===== src/rtl/sec_engine_scheduler.sv =====
// sec_engine_scheduler
//   Multi-channel front end for the shared crypto engine (SHA256 / Camellia).
//   Round-robin arbitrates NUM_CH requesters. Each request is gated on its channel's
//   PUF authorisation bit. One start/done transaction at a time goes to the engine,
//   under a timeout watchdog. Every request gets a tagged response with a status code.
//   Non-OK responses are counted in a saturating counter.
//
// Ports
//   clk, nreset              clock; asynchronous active-low reset
//   req_valid / req_ready    per-channel request handshake (req_ready one-hot or zero)
//   req_op, req_data         per-channel op (2b) and payload (DW); channel i in slice i
//   ch_auth_en               per-channel authorisation, sampled at accept
//   eng_start / eng_abort    one-cycle engine launch / timeout-abort pulses
//   eng_op, eng_data         captured request, stable from launch through the wait
//   eng_done, eng_result     engine completion pulse and its result
//   rsp_valid / rsp_ready    response handshake
//   rsp_ch, rsp_status,      response tag, status (00 OK, 01 DENIED, 10 TIMEOUT,
//   rsp_data                 11 BAD_OP) and data (result on OK, else 0)
//   busy                     any state other than IDLE
//   err_cnt                  saturating count of delivered non-OK responses
//
// state | meaning
// IDLE  | arbitrate; accept the winner and dispatch on auth/op
// ISSUE | pulse eng_start, clear the watchdog timer
// WAIT  | wait for eng_done or watchdog expiry
// RESP  | hold the response until rsp_ready
module sec_engine_scheduler #(
  parameter int NUM_CH      = 4,
  parameter int DW          = 128,
  parameter int TIMEOUT_CYC = 1024,
  localparam int CW         = $clog2(NUM_CH)
) (
  input  logic                 clk,
  input  logic                 nreset,
  input  logic [NUM_CH-1:0]    req_valid,
  output logic [NUM_CH-1:0]    req_ready,
  input  logic [2*NUM_CH-1:0]  req_op,
  input  logic [DW*NUM_CH-1:0] req_data,
  input  logic [NUM_CH-1:0]    ch_auth_en,
  output logic                 eng_start,
  output logic [1:0]           eng_op,
  output logic [DW-1:0]        eng_data,
  output logic                 eng_abort,
  input  logic                 eng_done,
  input  logic [DW-1:0]        eng_result,
  output logic                 rsp_valid,
  input  logic                 rsp_ready,
  output logic [CW-1:0]        rsp_ch,
  output logic [1:0]           rsp_status,
  output logic [DW-1:0]        rsp_data,
  output logic                 busy,
  output logic [7:0]           err_cnt
);

  localparam int            TW     = $clog2(TIMEOUT_CYC);
  localparam logic [TW-1:0] T_LAST = TW'(TIMEOUT_CYC - 1);

  localparam logic [1:0] ST_OK      = 2'b00;
  localparam logic [1:0] ST_DENIED  = 2'b01;
  localparam logic [1:0] ST_TIMEOUT = 2'b10;
  localparam logic [1:0] ST_BAD_OP  = 2'b11;

  typedef enum logic [1:0] {
    S_IDLE  = 2'd0,
    S_ISSUE = 2'd1,
    S_WAIT  = 2'd2,
    S_RESP  = 2'd3
  } state_t;

  state_t          state_q, state_d;
  logic [CW-1:0]   rr_ptr_q, rr_ptr_d;
  logic [CW-1:0]   ch_q, ch_d;
  logic [1:0]      op_q, op_d;
  logic [DW-1:0]   data_q, data_d;
  logic [1:0]      status_q, status_d;
  logic [DW-1:0]   rsp_data_q, rsp_data_d;
  logic [TW-1:0]   timer_q, timer_d;
  logic [7:0]      err_cnt_q, err_cnt_d;

  // Round-robin search starting one past the last served channel.
  logic            found;
  logic [CW-1:0]   winner;
  logic [CW-1:0]   idx;
  logic [1:0]      win_op;
  logic [DW-1:0]   win_data;
  logic            win_auth;

  always_comb begin
    found    = 1'b0;
    winner   = '0;
    idx      = '0;
    win_op   = '0;
    win_data = '0;
    win_auth = 1'b0;
    for (int k = 1; k <= NUM_CH; k++) begin
      idx = CW'((int'(rr_ptr_q) + k) % NUM_CH);
      if (!found && req_valid[idx]) begin
        found    = 1'b1;
        winner   = idx;
        win_op   = req_op[2*idx +: 2];
        win_data = req_data[DW*idx +: DW];
        win_auth = ch_auth_en[idx];
      end
    end
  end

  always_comb begin
    state_d    = state_q;
    rr_ptr_d   = rr_ptr_q;
    ch_d       = ch_q;
    op_d       = op_q;
    data_d     = data_q;
    status_d   = status_q;
    rsp_data_d = rsp_data_q;
    timer_d    = timer_q;
    err_cnt_d  = err_cnt_q;
    req_ready  = '0;
    eng_start  = 1'b0;
    eng_abort  = 1'b0;

    unique case (state_q)
      S_IDLE: begin
        if (found) begin
          req_ready[winner] = 1'b1;
          ch_d       = winner;
          op_d       = win_op;
          data_d     = win_data;
          rsp_data_d = '0;
          // Authorisation is checked first so an unauthorised channel learns nothing
          // about op validity.
          if (!win_auth) begin
            status_d = ST_DENIED;
            state_d  = S_RESP;
          end else if (win_op == 2'b11) begin
            status_d = ST_BAD_OP;
            state_d  = S_RESP;
          end else begin
            status_d = ST_OK;
            state_d  = S_ISSUE;
          end
        end
      end
      S_ISSUE: begin
        eng_start = 1'b1;
        timer_d   = '0;
        state_d   = S_WAIT;
      end
      S_WAIT: begin
        // A completion arriving on the last allowed cycle still counts.
        if (eng_done) begin
          status_d   = ST_OK;
          rsp_data_d = eng_result;
          state_d    = S_RESP;
        end else if (timer_q == T_LAST) begin
          status_d   = ST_TIMEOUT;
          rsp_data_d = '0;
          eng_abort  = 1'b1;
          state_d    = S_RESP;
        end else begin
          timer_d = timer_q + 1'b1;
        end
      end
      S_RESP: begin
        if (rsp_ready) begin
          rr_ptr_d = ch_q;
          if (status_q != ST_OK && err_cnt_q != 8'hFF) begin
            err_cnt_d = err_cnt_q + 8'd1;
          end
          state_d = S_IDLE;
        end
      end
      default: state_d = S_IDLE;
    endcase
  end

  always_ff @(posedge clk or negedge nreset) begin
    if (!nreset) begin
      state_q    <= S_IDLE;
      rr_ptr_q   <= CW'(NUM_CH - 1);
      ch_q       <= '0;
      op_q       <= '0;
      data_q     <= '0;
      status_q   <= '0;
      rsp_data_q <= '0;
      timer_q    <= '0;
      err_cnt_q  <= '0;
    end else begin
      state_q    <= state_d;
      rr_ptr_q   <= rr_ptr_d;
      ch_q       <= ch_d;
      op_q       <= op_d;
      data_q     <= data_d;
      status_q   <= status_d;
      rsp_data_q <= rsp_data_d;
      timer_q    <= timer_d;
      err_cnt_q  <= err_cnt_d;
    end
  end

  assign eng_op     = op_q;
  assign eng_data   = data_q;
  assign rsp_valid  = (state_q == S_RESP);
  assign rsp_ch     = ch_q;
  assign rsp_status = status_q;
  assign rsp_data   = rsp_data_q;
  assign busy       = (state_q != S_IDLE);
  assign err_cnt    = err_cnt_q;

endmodule

===== config.mk =====
export PLATFORM = sky130hd
export DESIGN_NAME = sec_engine_scheduler
export DESIGN_NICKNAME = d
export VERILOG_FILES = /design/src/rtl/sec_engine_scheduler.sv
export SDC_FILE = /design/constraint.sdc
export NUM_CORES = 1
export LEC_CHECK = 0
export ABC_AREA = 1
export BUFFER_PORTS_ARGS = -buffer_cell sky130_fd_sc_hd__buf_2
export CAP_MARGIN = 25
export CORE_AREA = 4 4 362 364
export CTS_CLUSTER_SIZE = 12
export DETAILED_ROUTE_END_ITERATION = 8
export DIE_AREA = 0 0 366 368
export PLACE_DENSITY = 0.47
export SLEW_MARGIN = 20
export SYNTH_ARGS = -nofsm -noshare
export SYNTH_HDL_FRONTEND = slang
export SYNTH_SLANG_ARGS = --single-unit

===== constraint.sdc =====
create_clock -name clk -period 2.7 [get_ports clk]
set_input_delay 0.27 -clock clk [delete_from_list [all_inputs] [get_ports clk]]
set_output_delay 0.27 -clock clk [all_outputs]
set_load 0.02 [all_outputs]

==> summary.log, run 1 <==
INFO  outcome        run_status=complete, but fails checks
INFO  outcome        failed_checks=negative setup slack
INFO  layout         share_of_layout_cells_above_drive_strength_1=21.99%
INFO  placed_design  io_buffer_count=937
INFO  die            boundaryPins=938
INFO  sta            final_max_slew_viol_count=0
INFO  synth          ys.warnings.count=0
INFO  placed_design  hpwlAfterDp=104300µm
INFO  setup_path     rr_worst_depth=10
INFO  synth          yosysSeqAreaShare=27.68%
INFO  synth          synth-edff-count=0
INFO  placed_design  gpl.final_weighted_congestion=0.9777
INFO  pwr            max-vdd-ir-drop=0.9579mV
INFO  synth          cell_area_after_technology_mapping=0.02569mm²
INFO  layout         nFillCells=14396
INFO  global_routing gr-usage-all-layers=19.61%
INFO  synth          mappedNetlistNets=5179
INFO  synth          async_reset_ff_share=100.0%
INFO  setup_path     rr_startpoint=rr_ptr_q[0]
INFO  die            die-width=366µm
INFO  placed_design  detailedPlace.worstSlack=0.04229ns
INFO  clock_tree     clk_transition_reported_paths=0.06ns
INFO  setup_path     worst-endpoint-required=2.43ns
INFO  setup_path     ff2ff_setup_slack=0.16ns
INFO  global_routing grt_start_max_net_pins=140
INFO  setup_path     timing.critical_path.from=rr_ptr_q[1]
INFO  clock_tree     tritoncts_clock_tree=built
INFO  layout         finalNetCount=6041
INFO  routing        wire_length_per_cell_after_detailed_routing=19.65µm
INFO  pwr            cellLeakagePower=16.56nW
INFO  clock_tree     tritoncts.num_buffers=41
INFO  setup_path     setup.worst_path.end_class=output pin
INFO  routing        drc_errors_left=0
INFO  routing        first_iter_violations=2459
INFO  clock_tree     insertion_delay=0.60ns
INFO  routing        vias_per_cell=4.614
INFO  job            timing.max_cap.violations=0
INFO  clock_tree     h-tree-depth=2
INFO  setup_path     worstPathArrival=2.54ns
INFO  synth          ys_dominant_reg_cell=sky130_fd_sc_hd__dfrtp_1
INFO  synth          synth.lib_cells_used.distinct=33
INFO  routing        detail-route-antenna-nets=0
INFO  layout         finalNonFillerCells=7088
INFO  hold_path      min_delay_path_depth=3
INFO  pwr            p_per_area=1250mW/mm²
INFO  setup_path     critical_path.max_fanout=8
INFO  placed_design  place.detailed.instances=6862
INFO  setup_path     setup.worst_path.end=req_ready[0]
INFO  hold_path      holdCritPathClass=primary input to flop
INFO  sta            fmax=0.3553GHz
INFO  sta            setup_viol=4
INFO  global_routing antenna_violations_before_repair=46
INFO  sta            fin_hold_ws=0.03174ns
INFO  pwr            p_total=0.04397W
INFO  sta            grt_setup_unrepaired=true
INFO  global_routing first_global_vias=30739
INFO  routing        via_count=32707
INFO  routing        drt-pass1-iter-count=7
INFO  hold_path      worstHoldStart=eng_result[90]
INFO  sta            min_period=2.815ns
INFO  sta            fin_ws=-0.1146ns
INFO  clock_tree     cts.path.max_buffers=3
INFO  setup_path     timing.rr.end=eng_data[28]
INFO  sta            relSlewSlack=38.22%
INFO  die            die_height=368µm
INFO  setup_path     startpoint_type=flop
INFO  layout         flow.area_growth_from_synthesis=36.94%
INFO  setup_path     path_class=flop to output pin
INFO  sta            pin_slew_with_the_least_headroom_to_its_limit=0.9267ns
INFO  die            fp.dieArea=0.1347mm²
INFO  synth          post_synth_inst_count=4513
INFO  sta            hold_viol=0
INFO  clock_tree     cts.sinks=284
INFO  sta            tns=-0.4008ns
INFO  die            floorplan.core_area=0.1274mm²
INFO  routing        totalWireLength=139300µm
INFO  global_routing grt_overflow_total=0
INFO  clock_tree     clock-root-buffer=sky130_fd_sc_hd__clkbuf_16
INFO  global_routing grt_first_pass_wirelength=202800µm
INFO  sta            fin_skew=0.01838ns
INFO  synth          ys_seq_elements=284
INFO  die            rows=131
INFO  synth          mapped_avg_cell_area=5.692µm²
INFO  sta            period_utilization=104.2%
INFO  die            floorplan.initialDensity=20.17%
## worst max-delay path, cell delays in order, from the launching register on
cell and delay, ns:
sky130_fd_sc_hd__dfstp_4 0.67, sky130_fd_sc_hd__inv_8 0.06, sky130_fd_sc_hd__nand2_4 0.09, sky130_fd_sc_hd__nand2_8 0.07
sky130_fd_sc_hd__nand2_8 0.09, sky130_fd_sc_hd__nand2_8 0.06, sky130_fd_sc_hd__nor2_4 0.17, sky130_fd_sc_hd__nand2_2 0.10
sky130_fd_sc_hd__o21ai_4 0.21, sky130_fd_sc_hd__inv_8 0.05, sky130_fd_sc_hd__buf_6 0.13, sky130_fd_sc_hd__nand2_8 0.07
sky130_fd_sc_hd__nor2_1 0.04, sky130_fd_sc_hd__buf_4 0.15
## registers in the layout, indices dropped and copies added, names as in the netlist
signal	flops
rsp_data	128
rr_ptr_q	2
state_q	2
rsp_ch	2
eng_op	2
timer_q	10
err_cnt	8
eng_data	128
rsp_status	2
## routing by layer
| layer | track usage (%) | vias up | wire length [µm] |
|---|---|---|---|
| met5 | 0 | - | 218 |
| met2 | 34.91 | 1054 | 68200 |
| met3 | 4.434 | 217 | 8863 |
| met1 | 23.10 | 15055 | 56700 |
| li1 | - | 16349 | - |
| met4 | 6.831 | 32 | 5323 |
## synth_stat cells, types with 4 or more instances
cell / instances / share of area (%)
sky130_fd_sc_hd__nor2_1: 670 / 9.8
sky130_fd_sc_hd__nand4_1: 4 / 0.097
sky130_fd_sc_hd__nand2_1: 1392 / 20
sky130_fd_sc_hd__buf_1: 31 / 0.45
sky130_fd_sc_hd__a21oi_1: 5 / 0.097
sky130_fd_sc_hd__ha_1: 6 / 0.29
sky130_fd_sc_hd__nor3_1: 5 / 0.097
sky130_fd_sc_hd__xor2_1: 5 / 0.17
sky130_fd_sc_hd__inv_1: 292 / 4.3
sky130_fd_sc_hd__nand2_2: 5 / 0.12
sky130_fd_sc_hd__and3_1: 128 / 3.1
sky130_fd_sc_hd__buf_2: 131 / 2.6
sky130_fd_sc_hd__buf_6: 9 / 0.39
sky130_fd_sc_hd__clkbuf_1: 157 / 2.3
sky130_fd_sc_hd__dfrtp_1: 282 / 27
sky130_fd_sc_hd__xnor2_1: 5 / 0.17
sky130_fd_sc_hd__o21ai_1: 95 / 1.9
sky130_fd_sc_hd__buf_4: 33 / 0.96
sky130_fd_sc_hd__o21ai_0: 1092 / 21
sky130_fd_sc_hd__a31oi_1: 129 / 3.1
sky130_fd_sc_hd__nand3_1: 17 / 0.33
sky130_fd_sc_hd__inv_2: 5 / 0.073
## logic make-up (layout without fill, tap and decap cells)
| group | Yosys count | count (layout) | synth area share [%] |
|---|---|---|---|
| AO/OA/AOI/OAI | 1323 | 1323 | 26.43 |
| buffers and inverters | 659 | 1554 | 11.02 |
| adder cells (fa/ha/maj) | 6 | 6 | 0.2922 |
| other | 0 | 18 | 0 |
| XOR/XNOR | 10 | 10 | 0.3409 |
| flip-flops | 284 | 284 | 27.68 |
| multiplexers | 1 | 1 | 0.04384 |
| AND/OR/NAND/NOR | 2230 | 2230 | 34.20 |
## where the power goes
group,switching [W],leakage (nW),internal (W)
Sequential,0.00147,3.57,0.00628
Clock,0.00233,0.677,0.00344
Combinational,0.0202,12.3,0.0102
Total,0.0240,16.6,0.0199
## per-stage QoR
step / area [µm²] / utilization [%]
2_1_floorplan: 25690 / -
3_3_place_gp: 32110 / 25.21
3_5_place_dp: 32110 / 25.21
4_1_cts: 34900 / 27.41
5_1_grt: 35140 / 27.59
6_report: 35180 / 27.62
## layout make-up
| type | instances | area [µm²] | share of cell area (%) |
|---|---|---|---|
| flip-flops and latches | 284 | 7117 | 20.23 |
| multi-input cells | 3570 | 15990 | 45.46 |
| diodes | 18 | 45.04 | 0.1281 |
| clock buffers | 61 | 1182 | 3.361 |
| clock inverters | 15 | 210.2 | 0.5976 |
| repair buffers | 1181 | 7401 | 21.04 |
| well taps | 1662 | 2079 | 5.912 |
| inverters | 297 | 1150 | 3.269 |
## placed cells by master, fill, tap and decap left out, drive strengths merged
master       count
o211ai           1
inv            297
diode           18
nand3b           2
clkinvlp         2
bufbuf           1
clkbuf          63
and3           128
dfrtp          282
a21oi            5
nor2           672
o21ai         1188
clkinv           9
ha               6
mux2             1
dfstp            2
nand3           18
nand2         1398
nor4             1
xor2             5
dlygate4sd3    112
a31oi          129
xnor2            5
or2              2
bufinv           4
nand4            4
nor3             5
buf           1066
## timing repair
action                                 CTS  global route
endpoints found under the hold margin  170             0
setup endpoints to repair                4            77
hold buffers                           112             0
setup buffers                           12             4
cloned                                   1             2
pin swaps                               13            13
resized for setup                       44            33
## how the worst min path moves through the flow
stage	to	slack, ns
after CTS	rsp_data[77]	0.003
after global routing	rsp_data[24]	0.002
after floorplan	eng_data[0]	-0.03
after global placement	rsp_data[54]	0.35
after detailed placement	rsp_data[49]	0.34
final	rsp_data[90]	0.03
Note: power is estimated with default switching activity, not from simulation.
==> run 2: changes to the inputs <==
CELL_PAD_IN_SITES_DETAIL_PLACEMENT = 1   (was default)
CELL_PAD_IN_SITES_GLOBAL_PLACEMENT = 2   (was default)
CORE_AREA = 4 4 366 368   (was 4 4 362 364)
DIE_AREA = 0 0 370 372   (was 0 0 366 368)
PLACE_DENSITY = 0.76   (was 0.47)
==> run 2 against run 1 <==
The run still ends with negative setup slack left. Critical endpoint is now req_ready[1]. Design area up 3.3%. Largest cell class unchanged. Sequential cell count unchanged. Clock power up 4.9%. Final cell count up 2.1%.
==> summary.log, run 2 (same netlist as run 1, synthesis figures left out) <==
INFO  outcome        run_status=complete, but fails checks
INFO  outcome        failed_checks=negative setup slack
INFO  sta            fin_skew=0.02477ns [+0.006389 ns]
INFO  setup_path     slowest_stage=sky130_fd_sc_hd__dfstp_4
INFO  setup_path     cpPeakStageDelay=0.66ns [about the same]
INFO  die            rows=133 [+1.5%]
INFO  routing        detail-route-antenna-nets=0 [unchanged]
INFO  routing        vias_per_cell=4.753 [+3.0%]
INFO  sta            period_utilization=106.0% [+1.7 points]
INFO  routing        drc_errors_left=0 [unchanged]
INFO  sta            pin_slew_with_the_least_headroom_to_its_limit=0.8130ns [-0.1136 ns]
INFO  clock_tree     clock-root-buffer=sky130_fd_sc_hd__clkbuf_16
INFO  clock_tree     tritoncts.num_buffers=42 [+2.4%]
INFO  sta            fmax=0.3495GHz [-1.6%]
INFO  setup_path     rr_startpoint=rr_ptr_q[0]
INFO  hold_path      holdCritPathClass=primary input to flop
INFO  routing        drt-pass1-iter-count=5 [-2]
INFO  setup_path     worstPathArrival=2.59ns [+0.05 ns]
INFO  die            die_height=372µm [+1.1%]
INFO  layout         nFillCells=16980 [+18%]
INFO  sta            min_period=2.861ns [+0.04665 ns]
INFO  placed_design  gpl.final_weighted_congestion=0.8611 [-12%]
INFO  setup_path     timing.critical_path.from=rr_ptr_q[0]
INFO  sta            fin_hold_ws=0.04905ns [+0.01731 ns]
INFO  global_routing grt_first_pass_wirelength=222200µm [+9.6%]
INFO  global_routing antenna_violations_before_repair=75 [+63%]
INFO  routing        wire_length_per_cell_after_detailed_routing=21.93µm [+12%]
INFO  sta            fin_ws=-0.1613ns [-0.04666 ns]
INFO  global_routing grt_overflow_total=0 [unchanged]
INFO  global_routing gr-usage-all-layers=21.24% [+1.6 points]
INFO  sta            setup_viol=6 [+2]
INFO  hold_path      worstHoldStart=eng_result[61]
INFO  global_routing first_global_vias=33698 [+9.6%]
INFO  clock_tree     cts.sinks=284 [unchanged]
INFO  setup_path     critical_path.max_fanout=8 [unchanged]
INFO  pwr            cellLeakagePower=17.00nW [+2.7%]
INFO  routing        totalWireLength=158700µm [+14%]
INFO  clock_tree     h-tree-depth=2 [unchanged]
INFO  routing        first_iter_violations=2125 [-14%]
INFO  job            timing.max_cap.violations=0 [unchanged]
INFO  setup_path     ff2ff_setup_slack=0ns [-0.16 ns]
INFO  layout         share_of_layout_cells_above_drive_strength_1=22.52% [+0.54 points]
INFO  global_routing grt_start_max_net_pins=207 [+48%]
INFO  layout         seq_area=0.007117mm² [unchanged]
INFO  placed_design  hpwlAfterDp=111600µm [+7.0%]
INFO  die            die-width=370µm [+1.1%]
INFO  sta            relSlewSlack=45.80% [+7.6 points]
INFO  die            floorplan.initialDensity=19.64% [-0.53 points]
INFO  pwr            p_per_area=1318mW/mm² [+5.5%]
INFO  clock_tree     clk_transition_reported_paths=0.06ns [about the same]
INFO  setup_path     worst-endpoint-required=2.43ns [about the same]
INFO  clock_tree     insertion_delay=0.60ns [about the same]
INFO  clock_tree     cts.path.max_buffers=3 [unchanged]
INFO  setup_path     startpoint_type=flop
INFO  placed_design  detailedPlace.worstSlack=0.003986ns [-0.03830 ns]
INFO  layout         layout_commonest_cell=sky130_fd_sc_hd__nand2_1
INFO  layout         final_cell_mix=sky130_fd_sc_hd__nand2_1, sky130_fd_sc_hd__o21ai_0, sky130_fd_sc_hd__buf_2
INFO  routing        via_count=34407 [+5.2%]
INFO  layout         multi_input_area=0.01604mm² [+0.33%]
INFO  setup_path     path_class=flop to output pin
INFO  placed_design  io_buffer_count=937 [unchanged]
INFO  setup_path     critical_path.cell_chain=inv_8 -> nand2_2 -> nand2_4 -> nand2_4 -> nand2_8 -> nor2_4 -> nand2_2 -> o21ai_4 -> inv_8 -> o21ai_4 -> buf_6 -> nor2_2 -> buf_6
INFO  pwr            max-vdd-ir-drop=0.9704mV [+1.3%]
INFO  sta            tns=-0.6190ns [-0.2182 ns]
INFO  pwr            p_total=0.04789W [+8.9%]
INFO  setup_path     setup.worst_path.end_class=output pin
INFO  die            boundaryPins=938 [unchanged]
INFO  sta            final_max_slew_viol_count=0 [unchanged]
INFO  layout         flow.area_growth_from_synthesis=41.42%
INFO  die            floorplan.core_area=0.1308mm² [+2.7%]
INFO  sta            hold_viol=0 [unchanged]
INFO  sta            grt_setup_unrepaired=true
INFO  clock_tree     tritoncts_clock_tree=built
INFO  layout         finalNetCount=6073 [+0.53%]
INFO  die            fp.dieArea=0.1376mm² [+2.2%]
run 2: cell types whose count changed in the layout (fill, tap and decap cells not counted), moves of 4 or more:
cell,before,now
sky130_fd_sc_hd__o21ai_0,1089,1085
sky130_fd_sc_hd__buf_4,89,65
sky130_fd_sc_hd__clkbuf_8,6,13
sky130_fd_sc_hd__buf_16,4,14
sky130_fd_sc_hd__diode_2,18,45
sky130_fd_sc_hd__buf_6,7,24
sky130_fd_sc_hd__clkbuf_16,44,56
sky130_fd_sc_hd__clkbuf_1,13,8
sky130_fd_sc_hd__dlygate4sd3_1,112,121
sky130_fd_sc_hd__nand2_1,1371,1365
sky130_fd_sc_hd__clkinv_2,6,0
run 2: area by class of cell:
class | count | share of cell area (%)
Clock buffer | 63 | 3.468
Tap cell | 1755 | 6.045
Antenna cell | 45 | 0.3100
Clock inverter | 13 | 0.5718
Sequential cell | 284 | 19.59
Timing Repair Buffer | 1212 | 22.68
Inverter | 297 | 3.165
Multi-Input combinational cell | 3570 | 44.16
run 2: report_power, final:
part	leakage (nW)	switching, W	internal, W
clock	0.698	0.00250	0.00354
combinational	12.7	0.0221	0.0118
sequential	3.57	0.00167	0.00628
total	17.0	0.0263	0.0216
run 2: final timing paths:
path / end / cells past startpoint
setup / recovery: req_ready[1] / 13
setup reg to reg: rsp_data[29] / 16
max in group asynchronous: rsp_data[37] / 3
hold / removal: rsp_data[61] / 3
hold reg to reg: rsp_data[3] / 2
min in group asynchronous: rsp_data[71] / 2
run 2: per-stage QoR:
stage          std cells  utilization [%]  cell area, µm²
2_1_floorplan       4513                -           25690
3_3_place_gp        6936            24.55           32110
3_5_place_dp        6936            24.55           32110
4_1_cts             7168            27.14           35500
5_1_grt             7213            27.72           36260
6_report            7239            27.77           36330
run 2: critical path, delay by kind of cell, from the launching register on:
kind	cells	cell delay, ns
AO/OA/AOI/OAI	2	0.28
flip-flops	1	0.66
AND/OR/NAND/NOR	7	0.66
buffers and inverters	4	0.40
run 2: what timing repair did:
item | 4_1_cts | 5_1_grt
hold endpoints to repair | 186 | 0
gates cloned | 5 | 19
gates resized for setup | 72 | 60
pin swaps | 22 | 12
setup buffers | 30 | 7
hold buffers | 121 | 0
setup endpoints to repair | 33 | 207
run 2: layer usage:
| layer | up-vias | global-route usage [%] | share of wire (%) | wire length (µm) |
|---|---|---|---|---|
| met2 | 1031 | 38.03 | 50 | 78610 |
| li1 | 16466 | - | - | - |
| met4 | 34 | 7.318 | 4.0 | 6273 |
| met3 | 266 | 5.128 | 7.1 | 11220 |
| met1 | 16610 | 24.65 | 39 | 62410 |
| met5 | - | 0 | 0.14 | 215 |
